<file path="config.mk">
export PLATFORM = sky130hd
export DESIGN_NAME = ex_mem_stage
export DESIGN_NICKNAME = d
export VERILOG_FILES = /design/src/rtl/ex_mem_pkg.sv /design/src/rtl/ex_mem_stage_branch_resolve.sv /design/src/rtl/ex_mem_stage.sv
export SDC_FILE = /design/constraint.sdc
export NUM_CORES = 1
export LEC_CHECK = 0
export ABC_CLOCK_PERIOD_IN_PS = 3250
export CAP_MARGIN = 20
export CORE_MARGIN = 8
export CORE_UTILIZATION = 45
export CTS_CLUSTER_DIAMETER = 60
export DETAILED_ROUTE_END_ITERATION = 16
export PLACE_DENSITY_LB_ADDON = 0.25
export SETUP_SLACK_MARGIN = 0.4
export SYNTH_ARGS = -nofsm -noshare
export SYNTH_HDL_FRONTEND = slang
export SYNTH_HIERARCHICAL = 1
export SYNTH_SLANG_ARGS = --single-unit
</file>
<file path="constraint.sdc">
create_clock -name i_clk -period 3.25 [get_ports i_clk]
set_clock_uncertainty 0.15 [all_clocks]
set_input_delay 0.65 -clock i_clk [delete_from_list [all_inputs] [get_ports i_clk]]
set_output_delay 0.65 -clock i_clk [all_outputs]
set_load 0.02 [all_outputs]
</file>
<file path="src/rtl/ex_mem_pkg.sv">
// EX/MEM stage shared types: captured entry layout, stage FSM states and the
// branch offset shift.
package ex_mem_pkg;

    localparam int ENTRY_DATA_W = 32;
    localparam int ENTRY_REG_AW = 5;
    localparam int BR_SHIFT     = 2;

    typedef enum logic [1:0] {
        EMPTY = 2'd0,
        ONE   = 2'd1,
        TWO   = 2'd2
    } ex_mem_state_t;

    typedef struct packed {
        logic [ENTRY_DATA_W-1:0] alu_result;
        logic [ENTRY_DATA_W-1:0] store_data;
        logic [ENTRY_REG_AW-1:0] rd_addr;
        logic                    zero;
        logic                    reg_write;
        logic                    mem_read;
        logic                    mem_write;
    } ex_mem_entry_t;

    function automatic ex_mem_entry_t entry_clear();
        return '0;
    endfunction

endpackage

</file>
<file path="src/rtl/ex_mem_stage_branch_resolve.sv">
// Branch resolution for beq/bne: taken decision and word-aligned target.
module branch_resolve
    import ex_mem_pkg::*;
#(
    parameter int DATA_W = 32
) (
    input  logic              zero,
    input  logic              branch,
    input  logic              branch_ne,
    input  logic [DATA_W-1:0] pc_plus4,
    input  logic [DATA_W-1:0] imm_sext,
    output logic              taken,
    output logic [DATA_W-1:0] target
);

    // bne inverts the sense of Zero; target wraps modulo 2^DATA_W
    always_comb begin
        taken  = branch & (branch_ne ? ~zero : zero);
        target = pc_plus4 + (imm_sext << BR_SHIFT);
    end

endmodule

</file>
<file path="src/rtl/ex_mem_stage.sv">
// EX/MEM pipeline register with a 2-entry skid buffer and branch resolution.
// Optional forwarding outputs are built when EX_MEM_FWD_EN is defined.
//
// state | meaning
// EMPTY | no entry held, outputs invalid
// ONE   | main entry valid on outputs, skid free
// TWO   | main entry on outputs, skid holds the next entry, not ready
//
// Entry fields use the package widths; DATA_W/REG_AW must stay at 32/5.
module ex_mem_stage
    import ex_mem_pkg::*;
#(
    parameter int DATA_W = ENTRY_DATA_W,
    parameter int REG_AW = ENTRY_REG_AW
) (
    input  logic              i_clk,
    input  logic              i_rst_n,
    input  logic              i_valid,
    output logic              o_ready,
    input  logic [DATA_W-1:0] i_alu_result,
    input  logic              i_zero,
    input  logic [DATA_W-1:0] i_store_data,
    input  logic [REG_AW-1:0] i_rd_addr,
    input  logic              i_reg_write,
    input  logic              i_mem_read,
    input  logic              i_mem_write,
    input  logic              i_branch,
    input  logic              i_branch_ne,
    input  logic [DATA_W-1:0] i_pc_plus4,
    input  logic [DATA_W-1:0] i_imm_sext,
    input  logic              i_flush,
    output logic              o_valid,
    input  logic              i_ready,
    output logic [DATA_W-1:0] o_alu_result,
    output logic [DATA_W-1:0] o_store_data,
    output logic              o_zero,
    output logic              o_reg_write,
    output logic              o_mem_read,
    output logic              o_mem_write,
    output logic [REG_AW-1:0] o_rd_addr,
`ifdef EX_MEM_FWD_EN
    output logic              o_fwd_valid,
    output logic [REG_AW-1:0] o_fwd_rd,
    output logic [DATA_W-1:0] o_fwd_data,
`endif
    output logic              o_br_taken,
    output logic [DATA_W-1:0] o_br_target
);

    ex_mem_state_t state_q, state_d;
    ex_mem_entry_t main_q, main_d;
    ex_mem_entry_t skid_q, skid_d;
    ex_mem_entry_t new_entry;
    logic              br_taken_q, br_taken_d;
    logic [DATA_W-1:0] br_target_q, br_target_d;
    logic              accept;
    logic              taken;
    logic [DATA_W-1:0] target;

    branch_resolve #(.DATA_W(DATA_W)) u_branch_resolve (
        .zero      (i_zero),
        .branch    (i_branch),
        .branch_ne (i_branch_ne),
        .pc_plus4  (i_pc_plus4),
        .imm_sext  (i_imm_sext),
        .taken     (taken),
        .target    (target)
    );

    // Ready depends only on registered state, never on i_ready
    assign o_ready = (state_q != TWO);
    assign accept  = i_valid & o_ready & ~i_flush;

    // Capture the incoming instruction; writes to $zero are suppressed here
    always_comb begin
        new_entry            = entry_clear();
        new_entry.alu_result = i_alu_result;
        new_entry.store_data = i_store_data;
        new_entry.rd_addr    = i_rd_addr;
        new_entry.zero       = i_zero;
        new_entry.reg_write  = i_reg_write & (i_rd_addr != '0);
        new_entry.mem_read   = i_mem_read;
        new_entry.mem_write  = i_mem_write;
    end

    // Next-state and buffer steering; flush overrides accept and i_ready
    always_comb begin
        state_d     = state_q;
        main_d      = main_q;
        skid_d      = skid_q;
        br_taken_d  = accept & taken;
        br_target_d = accept ? target : br_target_q;
        if (i_flush) begin
            state_d = EMPTY;
        end else begin
            case (state_q)
                EMPTY: begin
                    if (accept) begin
                        main_d  = new_entry;
                        state_d = ONE;
                    end
                end
                ONE: begin
                    if (accept && i_ready) begin
                        main_d = new_entry;
                    end else if (accept) begin
                        skid_d  = new_entry;
                        state_d = TWO;
                    end else if (i_ready) begin
                        state_d = EMPTY;
                    end
                end
                TWO: begin
                    if (i_ready) begin
                        main_d  = skid_q;
                        state_d = ONE;
                    end
                end
                default: state_d = EMPTY;
            endcase
        end
    end

    // State, entries and branch pulse registers with synchronous reset
    always_ff @(posedge i_clk) begin
        if (!i_rst_n) begin
            state_q     <= EMPTY;
            main_q      <= entry_clear();
            skid_q      <= entry_clear();
            br_taken_q  <= 1'b0;
            br_target_q <= '0;
        end else begin
            state_q     <= state_d;
            main_q      <= main_d;
            skid_q      <= skid_d;
            br_taken_q  <= br_taken_d;
            br_target_q <= br_target_d;
        end
    end

    assign o_valid      = (state_q != EMPTY);
    assign o_alu_result = main_q.alu_result;
    assign o_store_data = main_q.store_data;
    assign o_zero       = main_q.zero;
    assign o_reg_write  = main_q.reg_write;
    assign o_mem_read   = main_q.mem_read;
    assign o_mem_write  = main_q.mem_write;
    assign o_rd_addr    = main_q.rd_addr;
    assign o_br_taken   = br_taken_q;
    assign o_br_target  = br_target_q;

`ifdef EX_MEM_FWD_EN
    assign o_fwd_valid = o_valid & o_reg_write & ~o_mem_read;
    assign o_fwd_rd    = main_q.rd_addr;
    assign o_fwd_data  = main_q.alu_result;
`endif

endmodule

</file>
# Word level (Yosys, flattened, before mapping)
# Cells that the tools add are included.
[op_classes]
div_mod_pow = 0
magnitude_cmp = 0
eq_ne = 8
n_mux = 11
bitwise_logic = 9
mul = 0
reduce_logical = 9
add_sub_neg = 1
shifts = 0
[ops]
columns = ["operator", "count"]
rows = [
  ["73-bit 2-to-1 mux", 3],
  ["73-bit one-hot mux with 3 select lines", 1],
  ["32-bit adder", 1],
  ["2-bit 2-to-1 mux", 5],
  ["2-bit inequality test (second input constant)", 5],
  ["4-bit AND reduction", 2],
  ["2-bit one-hot mux with 3 select lines", 1],
  ["1-bit AND", 5],
  ["5-bit AND reduction", 1],
  ["5-bit nonzero test", 1],
  ["1-bit NOT", 4],
  ["3-bit inequality test (second input constant)", 1],
  ["3-bit nonzero test", 1],
  ["2-bit by 1-bit == test with 1-bit output (second input constant)", 1],
  ["2-bit == test (second input constant)", 1],
  ["2-bit logical NOT", 1],
  ["2-bit nonzero test", 1],
  ["2-bit OR reduction", 1],
  ["1-bit logical AND", 1],
  ["1-bit 2-to-1 mux", 1],
]
[totals]
out_inout_bits = 108
mem_bits_rw = 0
n_memories = 0
rom_bits = 0
register_bits = 181
latchBits = 0

# Logic depth before layout (Yosys ltp)
# Gate-level depths: netlist of run 1.
[depth]
depth_word = 6
mapped_depth = 12
mapped_depth_nobuf = 12

# Hierarchy
# Netlist of run 1, hierarchy kept.
[modules_own_cells]
columns = ["mod", "area_per_inst_um2", "instances", "seq_area_each_um2", "cells_per_inst"]
rows = [
  ["ex_mem_stage", 7981.4, 1, 3623.5, 899],
  ["branch_resolve", 1779.2, 1, 0.0, 239],
]

# Least setup slack after synthesis of run 1
# OpenSTA, ideal clock, no wires.
[synth_path]
path_type = "in2reg"
start = "input port i_pc_plus4[2]"
end = "register br_target_q[28], in the netlist o_br_target[28]"
path_buffers = 0
setup_ps = 70
cell_stages = 12
required_time_ps = 3030
path_slack_ps = 401
arrival_time_ps = 2629
cell_sequence = "ha_1 > inv_1 > fa_1 > nor2b_1 > o2111ai_1 > and3_4 > o311ai_4 > a31oi_1 > o21ai_1 > xor2_1 > nand2_1 > a21boi_1"
[synth_between]
elab_chain_cells = 1
[synth_lines]
columns = ["element", "line", "source"]
rows = [
  ["start, declared", "ex_mem_stage.sv:29", "input logic [DATA_W-1:0] i_pc_plus4,"],
  ["32-bit adder", "ex_mem_stage_branch_resolve.sv:19", "target = pc_plus4 + (imm_sext << BR_SHIFT);"],
  ["via target[28]", "ex_mem_stage.sv:58", "logic [DATA_W-1:0] target;"],
  ["end signal, assigned", "ex_mem_stage.sv:137", "br_target_q <= br_target_d;"],
  ["end, declared", "ex_mem_stage.sv:55", "logic [DATA_W-1:0] br_target_q, br_target_d;"],
]
# The timed path passes the listed nets, and every way through them passes these cells.
# A chain may end at the register's enable or synchronous reset.

# Worst setup path in the final report of run 1
[layout_path]
start = "input port i_pc_plus4[15]"
end = "register br_target_q[30], in the netlist o_br_target[30]"
# The elaborated chain is that of the path after synthesis.

==> metrics.csv, run 1 <==
metric,value,unit
Util after Layout,62.9,%
Worst VDD drop,0.296,mV
Hold Path Stages,2,
Post-DP HPWL,19600,um
core footprint,21600,sq um
routability cong.,0.880,
Die Span Y,163,um
hold endpoint,skid_q[56],
layout net count,1546,
Cell variety after synth,67,
All-Layer GR Usage,20.7,%
Placed Area,12500,sq um
initial antenna violation count,7,
fin cells,1671,
final setup fails,0,
Syn Nets,1312,
Syn Area/Cell,8.58,sq um
Cells after DPL,1623,
top_reg_cell synth,dfxtp_1,
CP Data Arrival Time,2.99,ns
pre-CTS WS,-0.382,ns
fin crit share,85.5,%
Critical Path Sink Type,register,
TritonCTS clock tree,done,
first-pass GRT wire length,45100,um
port bufs,249,
critical setup path kind,in -> reg,
DRT antenna net count,0,
Area Overhead vs Synth,38.9,%
pwr dens,417,nW/um^2
final hold vios,0,
I/O pins,252,
Worst R2R End,o_reg_write,
clk sink count,181,
Residual DRC,0,
YS warnings,6,
Syn Inst Count,1138,
r2r worst-path depth,5,
initial core utilization,45.3,%
TritonCTS buffer count,17,
"flops & latches, synth",181,
largest net degree at the start of global routing,88,
DIE AREA,26700,sq um
drt pass-1 iters,5,
slew at the pin closest to its max-slew limit,0.884,ns
max-cap viol count,0,
fraction of registers with async set/reset,0,%
RSZ-0062 raised after global routing,yes,
WL/cell,17.1,um
share of layout cells above drive strength 1,17.7,%
vias per cell,5.30,
Hold/Removal Path Class,reg -> reg,
CTS Root Cell,clkbuf_16,
max_slew headroom,41.1,%
# H-tree levels,4,
reg2reg start,state_q[0],
Die Width,163,um
# hold bufs at CTS,0,
clk buf depth,2,
# rows,54,
total global routing overflow,0,
outcome,completed,
FMAX,360,MHz
DR iter-0 viols,490,
routed vias,8856,
Startpoint Class,primary input,
Period minus WS final,2.78,ns
r2r setup slk,0.98,ns
Clock transition at path regs,0.07,ns
sequential share of the synthesized area,37.1,%
static leakage,5.16,nW
vias in the first global route,8826,
Slew Limit Fails,0,
"most common cell after layout, fill and taps aside",nand2_1,
Fill cells,1840,
critical path required time,3.46,ns
clk_lat worst skew,0.42,ns
number of synthesized flops with an enable pin,0,
"Design Area, Final",13600,sq um
synthesized area,9760,sq um
total wire length,28500,um
final setup margin,0.470,ns
"critical path fanouts, max",3,
"commonest cells after routing, fill and taps aside","nand2_1, clkdlybuf4s50_1, dfxtp_1",
min-delay src,skid_q[56],
[where the power goes]
group / total [mW] / internal (mW) / switching (mW)
Sequential: 2.35 / 2.30 / 0.0477
Combinational: 1.33 / 0.673 / 0.653
Clock: 1.98 / 1.02 / 0.968
[area by class of cell]
class | count | area [sq um] | share of cell area (%)
inverter | 13 | 48.8 | 0.360
timing repair buffer | 312 | 3060 | 22.5
sequential | 181 | 3620 | 26.7
tap | 280 | 350 | 2.58
multi-input combinational | 847 | 5900 | 43.5
clock inverter | 14 | 135 | 0.996
antenna | 6 | 15.0 | 0.111
clock buffer | 18 | 429 | 3.16
[synth_stat cells (2+ instances only)]
cell	count	area, sq um
and3_1	5	31.3
a311oi_1	2	17.5
nor2_1	17	63.8
a21boi_0	7	52.6
mux2_4	17	255
a21boi_1	98	736
buf_6	15	169
dfxtp_1	181	3620
nor2b_1	4	25.0
inv_1	13	48.8
o21a_1	4	30.0
nand3_1	9	45.0
a21o_1	15	113
xor2_1	9	78.8
buf_2	25	125
a31oi_1	4	25.0
o211ai_1	72	541
o22ai_1	2	12.5
o21ai_1	74	370
nor3_1	8	40.0
xnor2_1	19	166
a21oi_2	2	17.5
o21ai_2	2	17.5
nand3_2	2	20.0
ha_1	29	363
buf_12	2	40.0
nand2b_1	4	25.0
buf_4	13	97.6
o21ai_0	14	70.1
o21bai_1	4	30.0
and2_1	2	12.5
a21oi_1	25	125
mux2_2	56	631
o311ai_4	2	52.6
nand4_1	7	43.8
nand2_1	303	1140
clkbuf_1	41	154
[worst max path at each step]
stage | from | to | slack [ns] | cells past startpoint
2_1_floorplan | i_pc_plus4[2] | o_br_target[28] | 0.40 | 12
3_3_place_gp | i_pc_plus4[2] | o_br_target[26] | -0.31 | 13
3_5_place_dp | i_pc_plus4[2] | o_br_target[28] | -0.38 | 13
4_1_cts | i_pc_plus4[10] | o_br_target[28] | 0.41 | 11
5_1_grt | i_imm_sext[13] | o_br_target[26] | 0.38 | 11
6_report | i_pc_plus4[15] | o_br_target[30] | 0.47 | 11
[through the flow]
step	setup TNS [ns]	hold slack, ns	power (mW)
floorplan	0	0.283	3.07
global placement	-2.13	0.288	3.60
detailed placement	-2.69	0.293	3.61
CTS	0	0.304	5.61
global route	0	0.320	5.91
finish	0	0.299	5.66
[repair_timing]
action / CTS / global route
pin swaps: 10 / 36
endpoints found under the setup margin: 11 / 13
gates cloned: 0 / 0
gates resized for setup: 11 / 88
buffers inserted: 3 / 7
endpoints found under the hold margin: 0 / 0
[critical path, cell delays in order]
cell and delay [ns]:
clkdlybuf4s50_1 0.47, ha_2 0.30, a21oi_1 0.20, nor2_1 0.07, o311a_1 0.35, o21ai_2 0.18
o311ai_4 0.14, a32oi_1 0.28, xnor2_1 0.15, nand2_1 0.07, a21boi_1 0.13
[state kept, by name, summed over array words and instances, names as in the netlist]
| register | cells |
|---|---|
| o_rd_addr | 5 |
| o_reg_write | 1 |
| o_br_target | 32 |
| o_zero | 1 |
| o_alu_result | 32 |
| state_q | 2 |
| o_mem_write | 1 |
| o_store_data | 32 |
| o_br_taken | 1 |
| skid_q | 73 |
| o_mem_read | 1 |
[cells by family after synthesis]
family | after synthesis | share of synthesized area, %
AOI/OAI and AO/OA | 345 | 25.0
xor gates and xnor gates | 28 | 2.51
adders and majority gates | 30 | 3.92
buffers and inverters | 110 | 6.65
DFF | 181 | 37.1
muxes | 73 | 9.08
and+or+nand+nor | 371 | 15.8
[layer usage]
metal  GRT usage, %  vias up  wire, um
li1               -     4428         -
met1           25.7     4144     12600
met2           33.9      241     13400
met3           4.84       41      1760
met4           8.92        2       731
met5              0        -        13
No activity file was read; power rests on OpenSTA's default activity.
==> run 2: changes to the inputs <==
Settings changed: ABC_CLOCK_PERIOD_IN_PS 3250 to 3000.
Clock period 3.25 ns to 3 ns, I/O delays scaled along.
==> run 2 against run 1 <==
Compared with the run above: via count increased by 2.4%; critical endpoint is now o_br_target[20]; sequential power increased by 8%; first-iteration DRC count decreased by 2.7%; clock-buffer cell count unchanged.
==> metrics.csv, run 2 (same netlist as run 1, synthesis figures left out) <==
metric,value,unit,change
fin crit share,88.1,%,
Util after Layout,64.1,%,+1.2 points
Clock transition at path regs,0.08,ns,about the same
WL/cell,17.0,um,-0.54%
clk sink count,181,,unchanged
register area,3620,sq um,unchanged
final setup fails,0,,unchanged
CP bufs+invs,2,,+1
Hold/Removal Path Class,reg -> reg,,
"Critical Path, Cell by Cell",buf_6 > ha_4 > inv_2 > fa_2 > nor2b_4 > o2111ai_4 > and3_4 > o311ai_4 > nor2b_2 > a311oi_2 > xnor2_1 > nand2_1 > a21boi_1,,
Slew Limit Fails,0,,unchanged
Critical Path Sink Type,register,,
DR iter-0 viols,477,,-2.7%
max_slew headroom,47.7,%,+6.6 points
Fill cells,1858,,+0.98%
Crit-path slowest cell,o311ai_4,,
first-pass GRT wire length,46500,um,+3.1%
initial antenna violation count,6,,-1
final hold vios,0,,unchanged
# rows,54,,unchanged
largest net degree at the start of global routing,79,,-10%
Largest register FFs,73,,unchanged
FMAX,379,MHz,
routed vias,9068,,+2.4%
CTS Root Cell,clkbuf_16,,
CP peak stage delay,0.41,ns,-0.06 ns
TritonCTS buffer count,17,,unchanged
pre-CTS WS,-0.542,ns,-0.160 ns
drt pass-1 iters,5,,unchanged
max-cap viol count,0,,unchanged
final setup margin,0.358,ns,-0.111 ns
Die Span Y,163,um,unchanged
Residual DRC,0,,unchanged
Die Width,163,um,unchanged
static leakage,5.25,nW,+1.7%
I/O pins,252,,unchanged
critical setup path kind,in -> reg,,
port bufs,249,,unchanged
routability cong.,0.856,,-2.7%
TritonCTS clock tree,done,,
# H-tree levels,4,,unchanged
slew at the pin closest to its max-slew limit,0.784,ns,-0.100 ns
total global routing overflow,0,,unchanged
layout net count,1584,,+2.5%
area of the multi-input gates,5950,sq um,+0.85%
RSZ-0062 raised after global routing,yes,,
DRT antenna net count,0,,unchanged
Worst VDD drop,0.361,mV,+22%
# hold bufs at CTS,0,,unchanged
Biggest register,skid_q,,
initial core utilization,45.3,%,unchanged
core footprint,21600,sq um,unchanged
vias per cell,5.31,,+0.23%
"most common cell after layout, fill and taps aside",nand2_1,,
Pwr Total,6.38,mW,+13%
Startpoint Class,primary input,,
pwr dens,462,nW/um^2,+11%
vias in the first global route,9180,,+4.0%
critical path required time,3.21,ns,-0.25 ns
Area Overhead vs Synth,41.6,%,
All-Layer GR Usage,21.2,%,+0.51 points
CP Data Arrival Time,2.85,ns,-0.14 ns
Post-DP HPWL,19600,um,+0.17%
DIE AREA,26700,sq um,unchanged
share of layout cells above drive strength 1,21.1,%,+3.4 points
total wire length,29000,um,+1.6%
Worst path top cell family by delay,compound AO/OA/AOI/OAI gates,,
clk buf depth,2,,unchanged
"commonest cells after routing, fill and taps aside","nand2_1, clkdlybuf4s50_1, dfxtp_1",,
outcome,completed,,
"critical path fanouts, max",4,,+1
clk_lat worst skew,0.42,ns,about the same
Period minus WS final,2.64,ns,
==> run 2: worst reg2reg max path, delay by kind of cell (launching register included) <==
family	cells	cell delay (ns)
simple gates	2	0.37
flops	1	0.45
compound gates	1	0.06
buf+inv	1	0.57
mux	1	0.43
==> run 2: final cells by class <==
| cell class | instances | area share (%) |
|---|---|---|
| Tap cell | 280 | 2.53 |
| Clock inverter | 14 | 1.35 |
| Inverter | 13 | 0.353 |
| Clock buffer | 18 | 3.10 |
| Multi-Input combinational cell | 847 | 43.1 |
| Timing Repair Buffer | 350 | 23.3 |
| Antenna cell | 4 | 0.0724 |
| Sequential cell | 181 | 26.2 |
==> run 2: metal layers <==
layer	global-route usage (%)	vias to the layer above	part of all wire, %
met1	25.8	4270	43
met4	8.72	2	2.7
met5	0	-	0.028
li1	-	4512	-
met2	35.7	241	49
met3	4.61	43	5.7
==> run 2: power breakdown <==
part / switching [mW] / total [mW] / internal [mW]
Combinational: 0.725 / 1.50 / 0.770
Sequential: 0.0505 / 2.54 / 2.49
Clock: 1.07 / 2.34 / 1.27
==> run 2: final timing paths <==
| kind | startpoint | endpoint | slack (ns) | cells after the start |
|---|---|---|---|---|
| setup reg to reg | state_q[0] | o_rd_addr[4] | 0.85 | 5 |
| setup / recovery | i_pc_plus4[2] | o_br_target[20] | 0.36 | 13 |
| hold reg to reg | skid_q[51] | skid_q[51] | 0.30 | 2 |
| hold / removal | skid_q[51] | skid_q[51] | 0.30 | 2 |
==> run 2: stage by stage <==
| step | hold slack, ns | setup TNS [ns] | cells | instance area, sq um |
|---|---|---|---|---|
| final | 0.302 | 0 | 1707 | 13800 |
| after detailed placement | 0.293 | -5.36 | 1647 | 12700 |
| after global routing | 0.316 | 0 | 1707 | 13800 |
| after CTS | 0.304 | 0 | 1695 | 13700 |
| after global placement | 0.288 | -4.64 | 1647 | 12700 |
| after floorplan | 0.283 | 0 | 1138 | 9800 |
==> run 2: timing repair <==
action                     in CTS  in global routing
setup buffers                  16                  8
pin swaps                      47                 34
gates resized for setup       110                 37
setup endpoints to repair      19                 10
